--- src/rtl/mult_pkg.sv ---
// Shared FSM state encoding for the sequential shift-add multiplier.
package mult_pkg;

  typedef enum logic [1:0] {
    ST_IDLE    = 2'd0,
    ST_COMPUTE = 2'd1,
    ST_DONE    = 2'd2,
    ST_ILLEGAL = 2'd3
  } mult_state_t;

endpackage

--- src/rtl/mult_seq_ctrl.sv ---
// Multiplier sequencer: IDLE/COMPUTE/DONE state machine plus the bit counter
// that walks the multiplier bits during COMPUTE.
module mult_seq_ctrl
  import mult_pkg::*;
#(
  parameter int WIDTH = 8
) (
  input  logic                   clk_i,
  input  logic                   rst_i,
  input  logic                   start_i,
  output logic [$clog2(WIDTH):0] count_o,
  output logic [1:0]             state_o
);

  localparam int CW = $clog2(WIDTH) + 1;
  localparam logic [CW-1:0] LAST_BIT = CW'(WIDTH - 1);

  mult_state_t   state_q, state_d;
  logic [CW-1:0] count_q, count_d;

  always_ff @(posedge clk_i) begin
    if (rst_i) begin
      state_q <= ST_IDLE;
      count_q <= '0;
    end else begin
      state_q <= state_d;
      count_q <= count_d;
    end
  end

  always_comb begin
    state_d = state_q;
    count_d = count_q;
    case (state_q)
      ST_IDLE, ST_DONE: begin
        count_d = '0;
        state_d = start_i ? ST_COMPUTE : ST_IDLE;
      end
      ST_COMPUTE: begin
        if (count_q == LAST_BIT) begin
          state_d = ST_DONE;
          count_d = '0;
        end else begin
          count_d = count_q + CW'(1);
        end
      end
      default: begin
        // The unused encoding recovers straight to IDLE.
        state_d = ST_IDLE;
        count_d = '0;
      end
    endcase
  end

  assign count_o = count_q;
  assign state_o = state_q;

endmodule

--- src/rtl/seq_shift_add_multiplier.sv ---
// Sequential shift-and-add multiplier, one multiplier bit per cycle, with
// unsigned or two's-complement operands selected per operation.
module seq_shift_add_multiplier
  import mult_pkg::*;
#(
  parameter int WIDTH = 8
) (
  input  logic                 clk_i,
  input  logic                 rst_i,
  input  logic                 start_i,
  input  logic                 signed_i,
  input  logic [WIDTH-1:0]     a_i,
  input  logic [WIDTH-1:0]     b_i,
  output logic [2*WIDTH-1:0]   product_o,
  output logic                 busy_o,
  output logic                 done_o,
  output logic [1:0]           state_o
);

  localparam int PW = 2 * WIDTH;
  localparam int CW = $clog2(WIDTH) + 1;
  localparam logic [CW-1:0] LAST_BIT = CW'(WIDTH - 1);

  function automatic logic signed [PW-1:0] extend_operand(input logic [WIDTH-1:0] v,
                                                          input logic is_signed);
    return is_signed ? {{WIDTH{v[WIDTH-1]}}, v} : {{WIDTH{1'b0}}, v};
  endfunction

  logic [CW-1:0] count;
  logic [1:0]    state;
  mult_state_t   cur_state;

  mult_seq_ctrl #(.WIDTH(WIDTH)) u_ctrl (
    .clk_i   (clk_i),
    .rst_i   (rst_i),
    .start_i (start_i),
    .count_o (count),
    .state_o (state)
  );

  assign cur_state = mult_state_t'(state);

  logic signed [PW-1:0] a_ext_q, a_ext_d;
  logic [WIDTH-1:0]     b_q, b_d;
  logic                 signed_q, signed_d;
  logic signed [PW-1:0] acc_q, acc_d;
  logic [PW-1:0]        product_q, product_d;

  logic                 accept;
  logic                 computing;
  logic                 last_cycle;
  logic                 b_bit;
  logic signed [PW-1:0] partial;

  assign accept     = start_i && (cur_state == ST_IDLE || cur_state == ST_DONE);
  assign computing  = (cur_state == ST_COMPUTE);
  assign last_cycle = computing && (count == LAST_BIT);
  assign b_bit      = |(b_q & (WIDTH'(1) << count));
  assign partial    = a_ext_q << count;

  always_ff @(posedge clk_i) begin
    if (rst_i) begin
      a_ext_q   <= '0;
      b_q       <= '0;
      signed_q  <= 1'b0;
      acc_q     <= '0;
      product_q <= '0;
    end else begin
      a_ext_q   <= a_ext_d;
      b_q       <= b_d;
      signed_q  <= signed_d;
      acc_q     <= acc_d;
      product_q <= product_d;
    end
  end

  always_comb begin
    a_ext_d   = a_ext_q;
    b_d       = b_q;
    signed_d  = signed_q;
    acc_d     = acc_q;
    product_d = product_q;
    if (accept) begin
      a_ext_d  = extend_operand(a_i, signed_i);
      b_d      = b_i;
      signed_d = signed_i;
      acc_d    = '0;
    end else if (computing && b_bit) begin
      // The sign bit of a two's-complement multiplier carries weight -2^(W-1).
      if (signed_q && count == LAST_BIT) acc_d = acc_q - partial;
      else                               acc_d = acc_q + partial;
    end
    if (last_cycle) product_d = acc_d;
  end

  assign product_o = product_q;
  assign busy_o    = computing;
  assign done_o    = (cur_state == ST_DONE);
  assign state_o   = state;

endmodule

--- config.mk ---
export PLATFORM = sky130hd
export DESIGN_NAME = seq_shift_add_multiplier
export DESIGN_NICKNAME = d
export VERILOG_FILES = /design/src/rtl/mult_pkg.sv /design/src/rtl/mult_seq_ctrl.sv /design/src/rtl/seq_shift_add_multiplier.sv
export SDC_FILE = /design/constraint.sdc
export NUM_CORES = 1
export LEC_CHECK = 0
export CAP_MARGIN = 30
export CORE_ASPECT_RATIO = 1.1
export CORE_MARGIN = 1
export CORE_UTILIZATION = 50
export DETAILED_ROUTE_END_ITERATION = 7
export PLACE_DENSITY = 0.72
export SLEW_MARGIN = 15
export SYNTH_ARGS = -nofsm -noshare
export SYNTH_HDL_FRONTEND = slang
export SYNTH_HIERARCHICAL = 1
export SYNTH_SLANG_ARGS = --single-unit
--- constraint.sdc ---
create_clock -name clk_i -period 9.55 [get_ports clk_i]
set_input_delay 1.91 -clock clk_i [delete_from_list [all_inputs] [get_ports clk_i]]
set_output_delay 1.91 -clock clk_i [all_outputs]
set_load 0.03 [all_outputs]
==> impl_metrics.csv <==
group,metric,value,unit
timing,tns,0,ns
synthesis,yosys-top-cells-area,"dfxtp_1 29%, nand2_1 6.7%, a21oi_1 6.1%",
clock_tree,clockRootBuffer,"clkbuf_8",
clock_tree,cts-resized-gates,0,
setup_path,crit_end,"acc_q[15]",
placed_design,placed_cells,609,
detailed_routing,wl_per_cell,15.5,um
clock_tree,cts_tree,"yes",
timing,worst_slew_pin_slew,0.779,ns
placed_design,place_ws,4.72,ns
setup_path,rr_endpoint,"acc_q[15]",
die,dieHeight,94.3,um
global_routing,antenna_found_initial,0,
setup_path,critPathMaxStageDelay,0.46,ns
timing,rsz0062_at_grt,"false",
synthesis,netlist-cell-type-count,67,
synthesis,synth_cells,489,
setup_path,crit_slowest_cell,"xnor3_1",
timing,period_share,51.7,%
clock_tree,path_clk_slew,0.11,ns
cells_and_area,diodes,0,
setup_path,r2r_cells,20,
synthesis,synth_top_area_share,28.9,%
detailed_routing,viasPerCell,5.73,
setup_path,path_cells,"buf_4 -> mux2i_1 -> or2_2 -> or3_1 -> ha_1 -> a21boi_0 -> a21boi_0 -> and3_1 -> nor2_1 -> xor2_1 -> ha_1 -> a21oi_1 -> o21ai_0 -> a21oi_1 -> nor2b_1 -> a211o_1 -> a31oi_1 -> xnor3_1 -> or3_1 -> a21oi_1",
timing,max_slew_margin,47.7,%
clock_tree,htree_num_levels,2,
setup_path,cp_num_cells,20,
setup_path,crit_top_cell,"a21oi_1",
timing,finalHoldViolCount,0,
die,die_area,8110,um2
min_path,hold_path.class,"flip-flop to flip-flop",
pwr,power_density,136,nW/um2
cells_and_area,area_delta_synth_final,14.8,%
clock_tree,cts.sinks,56,
detailed_routing,first_pass_iters,5,
die,initial_core_util,51.9,%
timing,max_freq,0.203,GHz
placed_design,portBuffers,39,
die,die_w,86.0,um
timing,timing.final.ws_setup,4.61,ns
synthesis,ys_warn_count,6,
setup_path,crit_arrival,5.19,ns
die,coreArea,7470,um2
global_routing,grt_overflow,0,
setup_path,worstSetupEndpointType,"flip-flop",
setup_path,cp_max_fo,28,
setup_path,cp.required,9.80,ns
pwr,p_leak,1.66,nW
synthesis,synth_largest_area_cell,"dfxtp_1",
setup_path,startpoint,"u_ctrl/count_o[0]",
clock_tree,clk_latency,0.32,ns
setup_path,regToRegSetupSlack,4.61,ns
cells_and_area,final_core_util,59.6,%
timing,final-setup-viol-count,0,
global_routing,use_met1,32.6,%
global_routing,grt_max_degree,46,
run,cap_violations,0,
setup_path,cpLargestDelayFamily,"compound AO/OA/AOI/OAI gates",
clock_tree,clockBufferDepth,2,
synthesis,ys_ff_latch,56,
setup_path,crit_buf_inv,1,
detailed_routing,vias,3542,
cells_and_area,finalNonFillerCells,618,
timing,period_needed,4.94,ns
placed_design,place.gp.congestion,1.02,
detailed_routing,wl,9.59,mm
timing,finalMaxSlewViolations,0,
global_routing,grtUsageMet3,3.93,%
synthesis,syn_nets,527,
synthesis,synth.avg_cell_area,7.93,um2
synthesis,async_flop_share,0,%
timing,clock_skew,0.0179,ns
global_routing,top_usage_layer,"met2",
global_routing,first_global_vias,3283,
global_routing,met2_usage,40.1,%
synthesis,synth_edf_count,0,
setup_path,crit_type,"flip-flop to flip-flop",
pwr,ir_drop,0.0775,mV
cells_and_area,nets,550,
placed_design,dp_hpwl,6.92,mm
clock_tree,hold_buffers,0,
cells_and_area,drive_gt1_share,8.97,%
clock_tree,post-cts-setup-buffers,0,
global_routing,grt_pass1_wl,15.9,mm
clock_tree,cts_inserted_buffers,5,
detailed_routing,antenna_left,0,
global_routing,grt_usage,24.7,%
setup_path,worst_setup_path_start_kind,"flip-flop",
run_status,outcome,"complete, no violations",
detailed_routing,remaining_drc_errors,0,
die,rows,33,
synthesis,ys_seq_area_share,28.9,%
detailed_routing,drt_iter0_drc,343,
synthesis,ys.flop_type,"dfxtp_1",
setup_path,r2r-start,"u_ctrl/count_o[0]",
synthesis,syn-cell-area,3880,um2
die,io_pins,40,
-- cell type report --
class	instances	area, um2
Tap cell	105	131
Clock inverter	2	38.8
Timing Repair Buffer	49	469
Clock buffer	6	72.6
Fill cell	714	3020
Inverter	18	67.6
Multi-Input combinational cell	382	2550
Sequential cell	56	1120
-- layout by cell type (no fill, tap or decap), types with 9 or more instances in the layout --
| cell type | instances |
|---|---|
| inv_1 | 18 |
| nand2_1 | 69 |
| mux2i_1 | 15 |
| a21oi_1 | 47 |
| dfxtp_1 | 56 |
| clkdlybuf4s50_1 | 39 |
| nor3_1 | 13 |
| nor2_1 | 46 |
| buf_4 | 9 |
| o21ai_0 | 17 |
| xor2_1 | 13 |
| ha_1 | 17 |
| nor2b_1 | 10 |
| nand3_1 | 10 |
-- stage by stage --
stage          total power [mW]  hold slack [ns]  cell area (um2)
3_5_place_dp              0.446            0.445             4330
4_1_cts                   0.608            0.459             4440
2_1_floorplan             0.401            0.433             3880
3_3_place_gp              0.442            0.441             4330
5_1_grt                   0.640            0.480             4450
6_report                  0.606            0.457             4450
-- cell usage after synthesis (6+ instances only) --
cell type	n
o21ai_0	17
xor2_1	13
clkbuf_1	20
nand2b_1	8
a31oi_1	8
nor3_1	14
nor2b_1	11
nor2_1	46
nand3_1	10
inv_1	18
mux2_2	7
mux2i_1	15
a21oi_1	47
dfxtp_1	56
xnor2_1	8
a211oi_1	7
nand2_1	69
ha_1	17
mux4_2	6
-- routing by layer --
metal | wire, um | up-vias
li1 | - | 1770
met1 | 4290 | 1631
met2 | 4550 | 112
met3 | 434 | 29
met4 | 310 | 0
met5 | 0 | -
-- kinds of logic after synthesis --
group                      after synthesis  share of synthesized area (%)
AOI/OAI and AO/OA                      125                           21.6
adders and majority gates               18                           6.00
DFF                                     56                           28.9
xor gates and xnor gates                22                           5.33
buffers and inverters                   51                           5.62
and+or+nand+nor                        187                           22.5
muxes                                   30                           10.1
-- worst min path at each step --
stage	startpoint	endpoint	cells after the start
floorplan	b_q[2]	b_q[2]	2
global placement	b_q[6]	b_q[6]	2
detailed placement	b_q[6]	b_q[6]	2
CTS	b_q[6]	b_q[6]	2
global route	b_q[6]	b_q[6]	2
finish	b_q[6]	b_q[6]	2
-- where the power goes --
part           internal, mW  switching [mW]  leakage, nW
clock network        0.0795          0.0840       0.0558
logic                0.0858           0.108         1.15
registers             0.241         0.00854        0.454
-- worst min-delay path: cells and delay by family (launching register included) --
family             cells  cell delay [ns]
and+or+nand+nor        1             0.05
AOI/OAI and AO/OA      1             0.05
DFF                    1             0.32
-- state kept, by name, summed over array words and instances, names as in the netlist --
register        count
a_ext_q             9
acc_q              16
b_q                 8
product_o          16
signed_q            1
u_ctrl/count_o      4
u_ctrl/state_o      2
(Power assumes the default switching activity.)
==> RTL change 1 (config.mk and constraints unchanged) <==
`WIDTH` is set to 8 in 2 places; all go to 4.
--- a/src/rtl/mult_seq_ctrl.sv
+++ b/src/rtl/mult_seq_ctrl.sv
@@ -4,5 +4,5 @@
   import mult_pkg::*;
 #(
-  parameter int WIDTH = 8
+  parameter int WIDTH = 4
 ) (
   input  logic                   clk_i,
--- a/src/rtl/seq_shift_add_multiplier.sv
+++ b/src/rtl/seq_shift_add_multiplier.sv
@@ -4,5 +4,5 @@
   import mult_pkg::*;
 #(
-  parameter int WIDTH = 8
+  parameter int WIDTH = 4
 ) (
   input  logic                 clk_i,
Ports: changed (resized a_i, b_i and product_o); port bits go from 40 to 24. The function was not compared with the original's and may differ.
==> RTL change 1 against the original RTL <==
Area after synthesis fell by 51%. Register-to-register slack improved by 1.3 ns. Setup slack better by 1.3 ns. Sequential cell count shrank 25. Cell area shrank 50%. Via count is 56% lower. Critical path depth fell by 18. Routed wire length down 61%. First-iteration DRC count shrank 75%. Clock skew fell by 0.013 ns. Total power down 45%. Critical path type is now flop to primary output. Critical endpoint is now busy_o.
==> RTL change 1: results (changes against the original RTL) <==
initial antenna violation count 0 (unchanged); Num CTS Buffers 5 (unchanged); Routed Antenna Nets 0 (unchanged); Final nets 267 (-51%); Hold Startpoint b_q[1]$_SDFFE_PP0P_; ys flop type dfxtp_1; layout cell share with drive strength beyond 1 0.0939 (+0.00421); clock-pin slew on the worst setup and hold paths 0.06 ns (-0.05 ns); Min-Delay Path Class flop to flop; syn_nets 248 (-53%); initial DRC count 86 (-75%); post-synthesis sequential area ratio 0.330 (+0.0406); status finished, final reports clean; leakage power 0.000852 µW (-49%); vias in the first global route 1365 (-58%); Hold Path Stages 2 (unchanged); CTS root buf clkbuf_8; insertion delay to the later sink of the worst-skew pair 0.28 ns (-0.04 ns); maximum vdd drop 0.115 mV (+49%); fillers 355 (-50%); Total GRT Usage 0.216 (-0.0310); post-synth cell types 47 (-30%); vias per inst 5.34 (-6.8%); WHS Endpoint b_q[1]$_SDFFE_PP0P_; Synth warnings 6 (unchanged); Resized Gates After CTS 0 (unchanged); post-CTS setup buffer count 0 (unchanged); flop-to-flop setup slack 5.96 ns (+1.35 ns); Synth area leaders dfxtp_1 33%, ha_1 6.6%, a21oi_1 6.1%; FF-to-FF Start u_ctrl/count_o[0]$_SDFF_PP0_; end of the worst register-to-register path product_o[6]$_SDFFE_PP0P_; Routed WL 3720 µm (-61%); DR pass1 iterations 4 (-1); Worst Path Arrival 1.73 ns (-3.46 ns); Post-synth ARST share 0 (unchanged); reg2reg path depth 13 (-35%); largest net degree at the start of global routing 30 (-35%); DP Wirelength 2660 µm (-62%); first-pass GRT wire length 6320 µm (-60%); critical path fanouts, max 8 (-71%); H-tree levels 2 (unchanged); slew of the pin with the lowest slew margin 0.671 ns (-0.107 ns); top cells by count, synth 31 x dfxtp_1, 29 x nand2_1, 23 x a21oi_1; Port Buf Inserts 23 (-41%); routability cong. 0.806 (-21%); Max clock buf depth 2 (unchanged); Clock Skews 0.00508 ns (-0.0128 ns)
[RTL change 1: final cells by class]
class / instances / share of cell area
clock buffers: 7 / 0.0431
clock inverters: 1 / 0.00336
inverters: 7 / 0.0118
multi-input cells: 174 / 0.523
flip-flops and latches: 31 / 0.278
well taps: 50 / 0.0280
repair buffers: 25 / 0.113
[RTL change 1: worst max-delay path by stage]
| stage | from | to | slack [ns] | depth (start not counted) |
|---|---|---|---|---|
| after global routing | u_ctrl/count_o[0]$_SDFF_PP0_ | product_o[6]$_SDFFE_PP0P_ | 5.63 | 13 |
| after global placement | rst_i | u_ctrl/state_o[0]$_SDFFE_PP0P_ | 5.78 | 3 |
| after CTS | u_ctrl/state_o[0]$_SDFFE_PP0P_ | busy_o | 5.90 | 2 |
| after detailed placement | rst_i | u_ctrl/state_o[0]$_SDFFE_PP0P_ | 5.78 | 3 |
| after floorplan | u_ctrl/count_o[0]$_SDFF_PP0_ | product_o[7]$_SDFFE_PP0P_ | 6.43 | 14 |
| final | u_ctrl/state_o[0]$_SDFFE_PP0P_ | busy_o | 5.91 | 2 |
[RTL change 1: per-layer routing]
layer | global-route usage | part of all wire | up-vias
li1 | - | - | 825
met1 | 0.312 | 0.50 | 711
met2 | 0.313 | 0.45 | 32
met3 | 0.0470 | 0.033 | 7
met4 | 0.0767 | 0.017 | 0
met5 | 0 | 0 | -
[RTL change 1: where the power goes]
part	internal (µW)	switching, µW
Clock	65.4	47.8
Sequential	134	6.10
Combinational	39.8	42.7
[RTL change 1: cells by family (layout without fill, tap and decap cells)]
kind of cell	Yosys count	count (layout)	synth area share
fa+ha+maj	11	11	0.0771
flops	31	31	0.330
mux	12	12	0.0898
simple gates	94	94	0.253
buf+inv	20	40	0.0492
xor+xnor	9	9	0.0419
compound gates	48	48	0.160
[RTL change 1: critical path, cell delays in order, from the launching register on]
cell	delay, ns
dfxtp_1	0.43
nor2b_1	0.30
clkdlybuf4s50_1	0.73
[RTL change 1: through the flow]
stage / cell area, µm² / hold slack, ns / worst slack [ns] / std cells
floorplan: 1880 / 0.433 / 6.43 / 225
global placement: 2120 / 0.447 / 5.78 / 286
global route: 2230 / 0.483 / 5.63 / 295
CTS: 2220 / 0.456 / 5.90 / 294
finish: 2230 / 0.455 / 5.91 / 295
detailed placement: 2120 / 0.447 / 5.78 / 286
==> RTL change 2 (same flow settings) <==
Without the edit above. Register the inputs `start_i`, `signed_i`, `a_i` and `b_i` before use. The logic sees them one clock later.
--- a/src/rtl/seq_shift_add_multiplier.sv
+++ b/src/rtl/seq_shift_add_multiplier.sv
@@ -22,4 +22,16 @@
   localparam logic [CW-1:0] LAST_BIT = CW'(WIDTH - 1);
 
+  logic start_q;
+  logic signed_r;
+  logic [WIDTH-1:0] a_q;
+  logic [WIDTH-1:0] b_r;
+
+  always_ff @(posedge clk_i) begin
+    start_q  <= start_i;
+    signed_r <= signed_i;
+    a_q      <= a_i;
+    b_r      <= b_i;
+  end
+
   function automatic logic signed [PW-1:0] extend_operand(input logic [WIDTH-1:0] v,
                                                           input logic is_signed);
@@ -34,5 +46,5 @@
     .clk_i   (clk_i),
     .rst_i   (rst_i),
-    .start_i (start_i),
+    .start_i (start_q),
     .count_o (count),
     .state_o (state)
@@ -53,5 +65,5 @@
   logic signed [PW-1:0] partial;
 
-  assign accept     = start_i && (cur_state == ST_IDLE || cur_state == ST_DONE);
+  assign accept     = start_q && (cur_state == ST_IDLE || cur_state == ST_DONE);
   assign computing  = (cur_state == ST_COMPUTE);
   assign last_cycle = computing && (count == LAST_BIT);
@@ -82,7 +94,7 @@
     product_d = product_q;
     if (accept) begin
-      a_ext_d  = extend_operand(a_i, signed_i);
-      b_d      = b_i;
-      signed_d = signed_i;
+      a_ext_d  = extend_operand(a_q, signed_r);
+      b_d      = b_r;
+      signed_d = signed_r;
       acc_d    = '0;
     end else if (computing && b_bit) begin
Check against the original RTL: not equivalent (Yosys sat finds a counterexample within 4 cycles, from zero or initial values and one cycle with rst_i high).
==> RTL change 2 against the original RTL <==
Via count grew 0.85%. Total power grew 21%. Setup slack gained 0.58 ns. Cell area grew 10%. Critical endpoint is now product_o[15]$_SDFFE_PP0P_. Area after synthesis grew 10%. Routed wire length shrank 1.4%. Highest routed layer unchanged. Die area grew 10%. Count of clock-buffer cells in the layout grew 4. Synthesized cell count grew 2.5%. Sequential cell count grew 18. Combinational power shrank 6%.
==> RTL change 2: results (changes against the original RTL) <==
status finished, final reports clean; post-synthesis sequential area ratio 0.346 (+0.0571); critical path fanouts, max 36 (+29%); clock-pin slew on the worst setup and hold paths 0.08 ns (-0.03 ns); largest net degree at the start of global routing 47 (+2.2%); Final nets 563 (+2.4%); Worst Path Arrival 4.59 ns (-0.60 ns); routability cong. 0.920 (-10%); DP Wirelength 6680 µm (-3.6%); Synth area leaders dfxtp_1 35%, a21oi_1 6.3%, mux4_2 5.8%; H-tree levels 3 (+1); Total GRT Usage 0.219 (-0.0280); vias in the first global route 3352 (+2.1%); Slew headroom 0.515 (+0.0388); Num CTS Buffers 9 (+4); top cells by count, synth 74 x dfxtp_1, 57 x nand2_1, 54 x a21oi_1; Routed WL 9450 µm (-1.4%); fillers 773 (+8.3%); post-synth cell types 60 (-10%); initial DRC count 159 (-54%); DR pass1 iterations 4 (-1); via count 3572 (+0.85%); Clock Skews 0.0118 ns (-0.00605 ns); Placed Cells 623 (+2.3%); Finished Layout Cells 640 (+3.6%); maximum vdd drop 0.101 mV (+30%); syn_nets 539 (+2.3%); Mean Syn Cell Area 8.54 µm² (+7.7%); Switching Share 0.311 (-0.0202)
-- RTL change 2: power by group through the flow --
stage                     Clock, µW  Combinational, µW  Sequential (µW)
after global placement            0                175              337
after detailed placement          0                180              337
after global routing            236                201              332
final                           219                182              330
after floorplan                   0                145              333
after CTS                       223                181              330
-- RTL change 2: final cells by class --
cell class	count	area, µm²	share of cell area
repair buffers	48	480	0.0978
multi-input cells	378	2590	0.527
well taps	111	139	0.0283
inverters	14	52.6	0.0107
clock inverters	5	31.3	0.00637
clock buffers	10	138	0.0280
flip-flops and latches	74	1480	0.302
-- RTL change 2: routing by layer --
metal | vias up | track usage | wire, µm
li1 | 1820 | - | -
met1 | 1679 | 0.264 | 4140
met2 | 60 | 0.393 | 4890
met3 | 13 | 0.0378 | 269
met4 | 0 | 0.0769 | 151
met5 | - | 0 | 0
-- RTL change 2: worst register-to-register path, stage by stage, from the launching register on --
cell       delay (ns)
dfxtp_1          0.32
buf_4            0.36
mux4_2           0.55
and2_1           0.18
a2111oi_0        0.51
o311ai_1         0.26
a21o_1           0.25
xor2_1           0.15
ha_1             0.30
or2_2            0.32
a21oi_1          0.20
nor2b_1          0.08
nand2_1          0.07
a21oi_1          0.04
a211oi_1         0.28
xnor2_1          0.13
a21oi_1          0.18
nor3_2           0.06
-- RTL change 2: cell families after synthesis --
group | after synthesis | share of synthesized area
compound gates | 120 | 0.178
fa+ha+maj | 18 | 0.0544
mux | 36 | 0.118
simple gates | 178 | 0.201
buf+inv | 49 | 0.0500
flops | 74 | 0.346
xor+xnor | 26 | 0.0532
-- RTL change 2: final timing paths --
path | start | endpoint | slack [ns] | depth (start not counted)
setup / recovery | u_ctrl/count_o[1]$_SDFF_PP0_ | product_o[15]$_SDFFE_PP0P_ | 5.20 | 17
setup reg to reg | u_ctrl/count_o[1]$_SDFF_PP0_ | product_o[15]$_SDFFE_PP0P_ | 5.20 | 17
hold reg to reg | a_q[2]$_DFF_P_ | a_ext_q[2]$_SDFFE_PP0P_ | 0.43 | 2
hold / removal | a_q[2]$_DFF_P_ | a_ext_q[2]$_SDFFE_PP0P_ | 0.43 | 2
-- RTL change 2: metrics by stage --
stage	util	hold WS, ns
CTS	0.587	0.436
floorplan	-	0.417
global route	0.591	0.450
global placement	0.565	0.422
finish	0.591	0.431
detailed placement	0.567	0.426
